===== config.mk =====
export PLATFORM = sky130hd
export DESIGN_NAME = dcache_read_burst_flat
export DESIGN_NICKNAME = d
export VERILOG_FILES = /design/src/rtl/dcache_read_burst_if.sv /design/src/rtl/dcache_read_burst.sv /design/src/flat_wrapper.sv
export SDC_FILE = /design/constraint.sdc
export NUM_CORES = 1
export LEC_CHECK = 0
export CAP_MARGIN = 20
export CORE_MARGIN = 2
export CORE_UTILIZATION = 50
export DETAILED_ROUTE_END_ITERATION = 8
export GPL_TIMING_DRIVEN = 0
export PLACE_DENSITY = 0.87
export SYNTH_ARGS = -nofsm -noshare
export SYNTH_HDL_FRONTEND = slang
export SYNTH_SLANG_ARGS = --single-unit
export TNS_END_PERCENT = 10

===== constraint.sdc =====
create_clock -name clk -period 3.95 [get_ports clk]
set_input_delay 0.5925 -clock clk [delete_from_list [all_inputs] [get_ports clk]]
set_output_delay 0.5925 -clock clk [all_outputs]
set_load 0.1 [all_outputs]

===== src/rtl/dcache_read_burst_if.sv =====
// Bundle of the request/response signals toward the dcache control FSM and
// the Avalon-MM read burst signals toward memory.
// The slave modport is the dcache_read_burst block's view. The master modport
// is the surrounding logic's view: the requester plus the memory side.
// Request handshake: a request moves only in a cycle where read_do=1 and
// read_ready=1 at the same clock edge. read_done marks a single cycle in which
// the result is valid. Nothing acknowledges read_done.
// The avm side follows Avalon-MM rules. avm_read, avm_address and
// avm_burstcount stay stable while avm_waitrequest=1. A beat is accepted at
// each edge where avm_readdatavalid=1.
interface dcache_read_burst_if;
    logic         read_do;
    logic [31:0]  read_address;
    logic [2:0]   read_length;
    logic         read_cacheable;
    logic         read_ready;
    logic         read_done;
    logic [31:0]  read_data;
    logic [127:0] read_line;
    logic         read_line_valid;
    logic [29:0]  avm_address;
    logic         avm_read;
    logic [2:0]   avm_burstcount;
    logic         avm_waitrequest;
    logic [31:0]  avm_readdata;
    logic         avm_readdatavalid;
    logic [1:0]   debug_state;

    modport slave (
        input  read_do, read_address, read_length, read_cacheable,
        input  avm_waitrequest, avm_readdata, avm_readdatavalid,
        output read_ready, read_done, read_data, read_line, read_line_valid,
        output avm_address, avm_read, avm_burstcount, debug_state
    );

    modport master (
        output read_do, read_address, read_length, read_cacheable,
        output avm_waitrequest, avm_readdata, avm_readdatavalid,
        input  read_ready, read_done, read_data, read_line, read_line_valid,
        input  avm_address, avm_read, avm_burstcount, debug_state
    );
endinterface


===== src/rtl/dcache_read_burst.sv =====
// Data cache read path. The block takes one read request and issues one
// Avalon-MM read burst for it. An uncached read uses 1 or 2 beats. A
// cacheable read that fits inside one line uses a 4-beat line fill.
// The block then extracts the little-endian bytes that were requested.
module dcache_read_burst (
    input logic                clk,
    input logic                rst,
    dcache_read_burst_if.slave bus
);
    typedef enum logic [1:0] {IDLE, ISSUE, DATA, DONE} state_t;

    state_t      state;
    logic [3:0]  addr_q;     // only the offset within a line is needed after issue
    logic [2:0]  len_q;
    logic        fill_q;
    logic        split_q;
    logic [1:0]  cnt;
    logic [31:0] slot [4];

    logic [4:0]   line_span;
    logic [3:0]   dword_span;
    logic         fill_req;
    logic         split_req;
    logic [31:0]  slot_next [4];
    logic [127:0] line_next;
    logic [127:0] line_shift;
    logic [63:0]  pair_shift;
    logic [31:0]  raw_data;
    logic [31:0]  len_mask;
    logic [31:0]  data_next;
    logic [1:0]   last_cnt;
    logic         last_beat;

    // Mode decode for the request presented now.
    always_comb begin
        line_span  = {1'b0, bus.read_address[3:0]} + {2'b00, bus.read_length};
        dword_span = {2'b00, bus.read_address[1:0]} + {1'b0, bus.read_length};
        fill_req   = bus.read_cacheable && (line_span <= 5'd16);
        split_req  = !fill_req && (dword_span > 4'd4);
    end

    // Beat slots as they will look after this cycle's beat. This lets the last
    // beat go straight into the registered result.
    always_comb begin
        for (int k = 0; k < 4; k++) slot_next[k] = slot[k];
        if (state == DATA && bus.avm_readdatavalid) slot_next[cnt] = bus.avm_readdata;
        line_next  = {slot_next[3], slot_next[2], slot_next[1], slot_next[0]};
        line_shift = line_next >> {addr_q, 3'b000};
        pair_shift = {slot_next[1], slot_next[0]} >> {addr_q[1:0], 3'b000};
        raw_data   = fill_q ? line_shift[31:0] : pair_shift[31:0];
        case (len_q)
            3'd1:    len_mask = 32'h0000_00FF;
            3'd2:    len_mask = 32'h0000_FFFF;
            3'd3:    len_mask = 32'h00FF_FFFF;
            default: len_mask = 32'hFFFF_FFFF;
        endcase
        data_next = raw_data & len_mask;
        last_cnt  = fill_q ? 2'd3 : {1'b0, split_q};
        last_beat = (state == DATA) && bus.avm_readdatavalid && (cnt == last_cnt);
    end

    assign bus.debug_state = state;

    // Request, issue and collect state machine. All outputs are registered.
    always_ff @(posedge clk) begin
        if (rst) begin
            state               <= IDLE;
            addr_q              <= '0;
            len_q               <= '0;
            fill_q              <= 1'b0;
            split_q             <= 1'b0;
            cnt                 <= '0;
            for (int k = 0; k < 4; k++) slot[k] <= '0;
            bus.read_ready      <= 1'b1;
            bus.read_done       <= 1'b0;
            bus.read_data       <= '0;
            bus.read_line       <= '0;
            bus.read_line_valid <= 1'b0;
            bus.avm_read        <= 1'b0;
            bus.avm_address     <= '0;
            bus.avm_burstcount  <= 3'd1;
        end else begin
            case (state)
                IDLE: begin
                    if (bus.read_do) begin
                        addr_q             <= bus.read_address[3:0];
                        len_q              <= bus.read_length;
                        fill_q             <= fill_req;
                        split_q            <= split_req;
                        cnt                <= '0;
                        bus.avm_address    <= fill_req ? {bus.read_address[31:4], 2'b00}
                                                       : bus.read_address[31:2];
                        bus.avm_burstcount <= fill_req ? 3'd4 : (split_req ? 3'd2 : 3'd1);
                        bus.avm_read       <= 1'b1;
                        bus.read_ready     <= 1'b0;
                        state              <= ISSUE;
                    end
                end
                ISSUE: begin
                    if (!bus.avm_waitrequest) begin
                        bus.avm_read <= 1'b0;
                        state        <= DATA;
                    end
                end
                DATA: begin
                    if (bus.avm_readdatavalid) begin
                        slot[cnt] <= bus.avm_readdata;
                        cnt       <= cnt + 2'd1;
                    end
                    if (last_beat) begin
                        bus.read_data       <= data_next;
                        if (fill_q) bus.read_line <= line_next;
                        bus.read_line_valid <= fill_q;
                        bus.read_done       <= 1'b1;
                        state               <= DONE;
                    end
                end
                DONE: begin
                    bus.read_done       <= 1'b0;
                    bus.read_line_valid <= 1'b0;
                    bus.read_ready      <= 1'b1;
                    state               <= IDLE;
                end
                default: state <= IDLE;
            endcase
        end
    end
endmodule


===== src/flat_wrapper.sv =====
// flat-port wrapper written by rule: the top's interface ports become plain ports
module dcache_read_burst_flat 
  (clk, rst, bus_read_do, bus_read_address, bus_read_length, bus_read_cacheable, bus_avm_waitrequest, bus_avm_readdata, bus_avm_readdatavalid, bus_read_ready, bus_read_done, bus_read_data, bus_read_line, bus_read_line_valid, bus_avm_address, bus_avm_read, bus_avm_burstcount, bus_debug_state);
  dcache_read_burst_if bus_i ();
  input logic clk;
  input logic rst;
  input wire logic [$bits(bus_i.read_do)-1:0] bus_read_do;
  input wire logic [$bits(bus_i.read_address)-1:0] bus_read_address;
  input wire logic [$bits(bus_i.read_length)-1:0] bus_read_length;
  input wire logic [$bits(bus_i.read_cacheable)-1:0] bus_read_cacheable;
  input wire logic [$bits(bus_i.avm_waitrequest)-1:0] bus_avm_waitrequest;
  input wire logic [$bits(bus_i.avm_readdata)-1:0] bus_avm_readdata;
  input wire logic [$bits(bus_i.avm_readdatavalid)-1:0] bus_avm_readdatavalid;
  output wire logic [$bits(bus_i.read_ready)-1:0] bus_read_ready;
  output wire logic [$bits(bus_i.read_done)-1:0] bus_read_done;
  output wire logic [$bits(bus_i.read_data)-1:0] bus_read_data;
  output wire logic [$bits(bus_i.read_line)-1:0] bus_read_line;
  output wire logic [$bits(bus_i.read_line_valid)-1:0] bus_read_line_valid;
  output wire logic [$bits(bus_i.avm_address)-1:0] bus_avm_address;
  output wire logic [$bits(bus_i.avm_read)-1:0] bus_avm_read;
  output wire logic [$bits(bus_i.avm_burstcount)-1:0] bus_avm_burstcount;
  output wire logic [$bits(bus_i.debug_state)-1:0] bus_debug_state;
  assign bus_i.read_do = bus_read_do;
  assign bus_i.read_address = bus_read_address;
  assign bus_i.read_length = bus_read_length;
  assign bus_i.read_cacheable = bus_read_cacheable;
  assign bus_i.avm_waitrequest = bus_avm_waitrequest;
  assign bus_i.avm_readdata = bus_avm_readdata;
  assign bus_i.avm_readdatavalid = bus_avm_readdatavalid;
  assign bus_read_ready = bus_i.read_ready;
  assign bus_read_done = bus_i.read_done;
  assign bus_read_data = bus_i.read_data;
  assign bus_read_line = bus_i.read_line;
  assign bus_read_line_valid = bus_i.read_line_valid;
  assign bus_avm_address = bus_i.avm_address;
  assign bus_avm_read = bus_i.avm_read;
  assign bus_avm_burstcount = bus_i.avm_burstcount;
  assign bus_debug_state = bus_i.debug_state;
  dcache_read_burst u_core (.clk(clk), .rst(rst), .bus(bus_i));
endmodule

---- Yosys cells after proc, flatten, opt, wreduce, memory -nomap -nowiden ----
Memories as Yosys holds them, arrays and structs flattened.
Cells that the tools add are included.
cells by class
  add/subtract/negate cells ............... 3
  order comparisons ....................... 4
  equal/unequal tests ..................... 11
  shifts and indexed selects .............. 2
  multiplexer cells ....................... 35
  bitwise logic cells ..................... 2
  reduce and logical (&&, ||, !) cells .... 20
operators with widths
  cell                                                 number
  bitwise mux 128 bit                                  1
  two-way mux 128 bit                                  1
  >> shifter 128 x 7 -> 32 bit                         1
  two-way mux 32 bit                                   3
  one-hot mux 32 bit (3 select lines)                  1
  demux 32 bit (select 2 bit)                          1
  >> shifter 64 x 5 -> 32 bit                          1
  bitwise AND 32 bit                                   1
  OR reduction 32 bit                                  1
  two-way mux 2 bit                                    9
  two-way mux 1 bit                                    12
  AND reduction 3 bit                                  4
  one-hot mux 1 bit (2 select lines)                   4
  one-hot mux 2 bit (4 select lines)                   1
  AND reduction 2 bit                                  4
  nonzero test 2 bit                                   4
  equality test 3 x 2 -> 1 bit, second input constant  2
  != test 2 bit, second input constant                 3
  adder 4 x 3 -> 5 bit                                 1
  <= comparator 5 bit, second input constant           1
  logical AND 1 bit                                    5
  adder 2 x 3 -> 4 bit                                 1
  equality test 2 bit, second input constant           2
  > comparator 4 x 3 -> 1 bit, second input constant   1
  other kinds (12)                                     12
word-level totals
  bits in registers ....................... 210
  RAM bits ................................ 128
  bits of input ports ..................... 73
  output and inout port bits .............. 199
  logic and storage cells ................. 92
  memories kept ........................... 1
memories
  name         depth  width  read ports  clocked after memory_dff  wr ports  line                     text
  u_core.slot  4      32     4           0                         4         dcache_read_burst.sv:18  logic [31:0] slot [4];

---- Longest topological paths before layout ----
  depth after elaboration ................. 10
  gate-level depth with buffers ........... 13
  mapped depth without buffers ............ 9

---- Worst setup path before layout ----
OpenSTA, ideal clock, no wires.
  kind .................................... register to register
  from .................................... reg u_core.state[1], in the netlist u_core.bus.debug_state[1]
  to ...................................... mem u_core.slot[3][0], enable pin
  setup time .............................. 0.470 ns
  arrival ................................. 4.323 ns
  data required time ...................... 3.480 ns
  slack ................................... -0.843 ns
  stages on the path, launching flop included .. 7
  cell sequence ........................... dfxtp_1 > ha_1 > buf_6 > buf_6 > buf_2 > nand2_1 > o31ai_1
RTL lines
  item                    line                      text
  from (decl)             dcache_read_burst.sv:12   state_t state;
  from (signal assigned)  dcache_read_burst.sv:67   state <= IDLE;
  from (signal assigned)  dcache_read_burst.sv:96   state <= ISSUE;
  from (signal assigned)  dcache_read_burst.sv:102  state <= DATA;
  to (decl)               dcache_read_burst.sv:18

---- Worst setup path in the final report ----
  from .................................... reg u_core.cnt[1]
  to ...................................... reg u_core.bus.read_data[16]
on the way
  word-level cells in the longest chain between the ends .. 10
  elaborated cells between the ends (all ways) .. 15
  those cells by class .................... order compare: 2; eq/ne: 1; shift: 2; mux: 5; bitwise: 2; reduce/logical: 3
ends and longest elaborated chain
  item                                                                                              line                                              text
  from (decl)                                                                                       dcache_read_burst.sv:17                           logic [1:0] cnt;
  from (signal assigned)                                                                            dcache_read_burst.sv:108                          cnt <= cnt + 2'd1;
  inverter 2 -> 3 bit (not written as such)                                                         dcache_read_burst.sv:46                           if (state == DATA && bus.avm_readdatavalid) slot_next[cnt] = bus.avm_readdata;
  >= comparator 3 bit (not written as such) or less-than comparator 3 x 1 -> 1 bit (tied branches)  dcache_read_burst.sv:46
  logical AND 1 bit (not written as such)                                                           dcache_read_burst.sv:46
  two-way mux 32 bit (not written as such)                                                          dcache_read_burst.sv:46
  demux 32 bit (select 2 bit)                                                                       dcache_read_burst.sv:46
  bitwise mux 128 bit                                                                               dcache_read_burst.sv:46
  two-way mux 128 bit                                                                               dcache_read_burst.sv:46
  >> shifter 128 x 7 -> 32 bit or >> shifter 64 x 5 -> 32 bit (tied branches)                       dcache_read_burst.sv:48, dcache_read_burst.sv:49
  two-way mux 32 bit                                                                                dcache_read_burst.sv:50                           raw_data = fill_q ? line_shift[31:0] : pair_shift[31:0];
  bitwise AND 32 bit                                                                                dcache_read_burst.sv:57                           data_next = raw_data & len_mask;
  to (signal assigned)                                                                              dcache_read_burst.sv:111                          bus.read_data <= data_next;
  to (decl)                                                                                         dcache_read_burst_if.sv:32                        output read_ready, read_done, read_data, read_line, read_line_valid,
Parallel ways exist; a longest one is shown, timed or not.
A chain may end at the register's enable or synchronous reset.

==> reports/metrics.yaml <==
status: "complete, but fails checks"
violations: "setup timing"
start_kind: "flip-flop"
synth-edff-count: 128
maxSlewHeadroom: 0.1329
core_area_sq_um: 35400
drive_gt1_frac: 0.1088
cts-root-buf: "clkbuf_16"
nFillCells: 2794
fin_skew_ps: 24.93
grt_max_degree: 33
grt_pass1_wl_mm: 121.4
multi_input_area_sq_um: 9211
start_util: 0.5062
ff_latch_area_sq_um: 8008
post_drt_wl_per_cell_microns: 33.51
hp-start: "u_core.bus.avm_address[8]"
viasPerCell: 6.828
fp.dieW_microns: 193.3
period_minus_slack_ps: 4168
grt_setup_unrepaired: "yes"
portBuffers: 270
hold-worst-slack_ps: 454.7
htreeDepth: 2
crit_slowest_cell: "mux2i_1"
final_max_slew_viol_count: 0
synth_nets: 1872
synth.top_cell.area_share: 0.2324
die_h_microns: 193.3
reg2reg_from: "u_core.cnt[1]"
synth_cell_types: 74
finalSetupViolations: 8
syn_inst: 1783
fin_crit_sh: 1.055
rows: 69
path_common_cell: "mux2i_1"
die_area_sq_um: 37360
clkTransAtPathRegs_ps: 70
synth-warning-count: 0
p_per_area_nw_per_um2: 507.2
clock_latency_ps: 570
post-synth-top-area-cell: "dfxtp_1"
numCtsBuffers: 36
fmax_mhz: 239.9
holdBufCountCts: 0
drt-initial-drc-count: 2811
path_cells: "clkbuf_2 -> inv_1 -> ha_1 -> nand3_2 -> buf_6 -> buf_4 -> mux2i_1 -> mux2i_1 -> nand2_1 -> a31oi_1 -> a211o_1"
cts_num_sinks: 336
cts_buffer_depth: 3
first_global_vias: 16790
crit_fanout: 10
antenna_found_initial: 5
cts_tree: "built"
r2r_slack_ps: -220
design_area_sq_um: 22630
dp_hpwl_mm: 66.46
finalWeightedCongestion: 1.086
overflow: 0
io_pins: 272
area_growth_pct: 26.29
firstDrtPassIters: 9
cts_setup_buffers: 0
crit_path_max_incr_delay_ps: 1040
seq_area_frac_synth: 0.4470
finalWirelength_mm: 86.95
hp-class: "flip-flop to flip-flop"
report.final.hold_viol_count: 0
worst_ep_required_time_ps: 4400
nets: 2194
total_leakage_power_nw: 8.764
synth_area_per_cell_sq_um: 10.05
worst_pin_slew_ps: 1264
crit_start: "u_core.cnt[1]"
cap_violations: 0
track_usage: 0.4514
yosys_most_used_dff: "dfxtp_1"
via_count: 17720
ir_worst_vdd_v: 0.0005275
endpoint_kind: "flip-flop"
critical_path_class: "flip-flop to flip-flop"
final_antenna_net_count: 0
drcViolationCount: 0
synthArstFlopShare: 0
setup_ws_ps: -218.2
syn_area_sq_um: 17920
synth-seq-cells: 336
place_area_sq_um: 21280
critPathArrivalTime_ps: 4620
synthTopCellsByArea: "dfxtp_1 (23%), edfxtp_1 (21%), mux2i_1 (10%)"
-- worst max-delay path: cells and delay by family, from the launching register on --
kind                     cells  cell delay, ps
AO/OA/AOI/OAI                2             400
adder cells (fa/ha/maj)      1             280
buffers and inverters        4            1030
flip-flops                   1             440
multiplexers                 2            1450
AND/OR/NAND/NOR              2             410
-- path summary, 6_finish.rpt --
check	endpoint	depth (start not counted)
worst max-delay path	u_core.bus.read_data[16]	11
worst min-delay path	u_core.bus.avm_address[8]	2
worst max register to register	u_core.bus.read_data[16]	11
worst min register to register	u_core.bus.avm_address[8]	2
-- cells in the mapped netlist (4+ instances only) --
cell type	n
mux2i_1	182
and2_1	103
nand2_1	178
o221ai_1	4
o32ai_1	4
a211o_1	7
edfxtp_1	128
a31oi_1	13
ha_1	15
a32o_1	6
o211ai_1	13
a221o_1	6
o22ai_1	8
and3_1	36
o2111ai_1	4
a2111oi_0	4
a221oi_1	8
nand2b_1	8
buf_4	6
buf_6	12
dfxtp_1	208
nor4_1	6
and4_1	9
or2_2	4
nor2_1	186
buf_1	17
nor3_1	12
a32oi_1	4
nor2b_1	4
o21ai_0	30
a211oi_1	143
mux4_2	47
clkbuf_1	88
a21o_1	4
o21bai_1	4
mux2_2	25
a22o_1	7
buf_2	32
a21oi_1	90
inv_1	13
nand3_1	37
a22oi_1	10
o31ai_1	7
nand3_2	5
-- routing by layer --
layer | part of all wire | track usage
met4 | 0.059 | 0.2341
met1 | 0.38 | 0.5936
met2 | 0.42 | 0.6586
met3 | 0.14 | 0.1541
met5 | 0.00098 | 0.01022
-- metrics by stage --
| step | instances | TNS [ps] | total power [W] | setup WS (ps) | util |
|---|---|---|---|---|---|
| floorplan | 1783 | 0 | 0.006465 | 153.3 | - |
| global placement | 2514 | -17950 | 0.007814 | -592.2 | 0.5989 |
| detailed placement | 2522 | -11320 | 0.007846 | -358.6 | 0.6011 |
| CTS | 2587 | 0 | 0.01126 | 9.512 | 0.6359 |
| global route | 2593 | -40.49 | 0.01165 | -40.49 | 0.6391 |
| finish | 2595 | -703.0 | 0.01147 | -218.2 | 0.6392 |
-- final cells by class --
cell class              count  share of cell area
diodes                      2           0.0002212
clock buffers              54             0.04778
repair buffers            284              0.1244
multi-input cells        1277              0.4071
well taps                 461             0.02549
inverters                  14            0.002323
clock inverters            11            0.005254
plain buffers             156             0.03351
flip-flops and latches    336              0.3539
-- cells by family (layout without fill, tap and decap cells) --
family | Yosys count | count (layout) | share of synthesized area
other | 0 | 2 | 0
adder cells (fa/ha/maj) | 16 | 16 | 0.01159
AND/OR/NAND/NOR | 598 | 598 | 0.1578
flip-flops | 336 | 336 | 0.4470
AO/OA/AOI/OAI | 405 | 405 | 0.1586
XOR/XNOR | 2 | 2 | 0.0009779
multiplexers | 256 | 256 | 0.1790
buffers and inverters | 170 | 519 | 0.04504
-- timing repair --
action | 4_1_cts | 5_1_grt
resized for setup | 9 | 18
pin swaps | 0 | 0
cloned | 0 | 0
endpoints found under the setup margin | 16 | 117
-- flip-flops by register name (all words and copies together), names as in the netlist --
name / cells
u_core.bus.debug_state: 2
u_core.bus.read_line: 128
u_core.slot: 128
u_core.bus.read_done: 1
u_core.cnt: 2
u_core.bus.avm_burstcount: 2
u_core.bus.read_data: 32
u_core.bus.avm_read: 1
u_core.bus.read_ready: 1
u_core.len_q: 3
u_core.addr_q: 4
u_core.bus.avm_address: 30
u_core.bus.read_line_valid: 1
u_core.fill_q: 1
-- cells in the final DEF (no fill, tap or decap), types with 5 or more instances in the layout --
cell type	instances
and4_1	9
clkdlybuf4s50_1	270
ha_1	15
a211o_1	7
o21ai_0	30
buf_6	14
clkbuf_16	37
nand3_2	5
nor2_1	186
mux2_2	25
nor4_1	5
a31oi_1	13
a21oi_1	90
clkbuf_8	9
a221oi_1	7
o211ai_1	13
buf_1	18
buf_2	34
nand3_1	37
dfxtp_1	208
nand2b_1	8
clkbuf_1	92
and3_1	36
and2_1	103
o22ai_1	8
o31ai_1	6
a211oi_1	143
a221o_1	6
mux2i_1	166
edfxtp_1	128
mux4_2	47
buf_4	14
a22oi_1	10
inv_1	13
nand2_1	178
mux2i_2	14
a32o_1	6
a22o_1	7
nor3_1	12
-- power breakdown --
| group | internal (W) | switching (W) |
|---|---|---|
| Combinational | 0.00111 | 0.00293 |
| Sequential | 0.00381 | 0.000146 |
| Clock | 0.00203 | 0.00145 |
| Total | 0.00695 | 0.00452 |
Note: power is estimated with default switching activity, not from simulation.
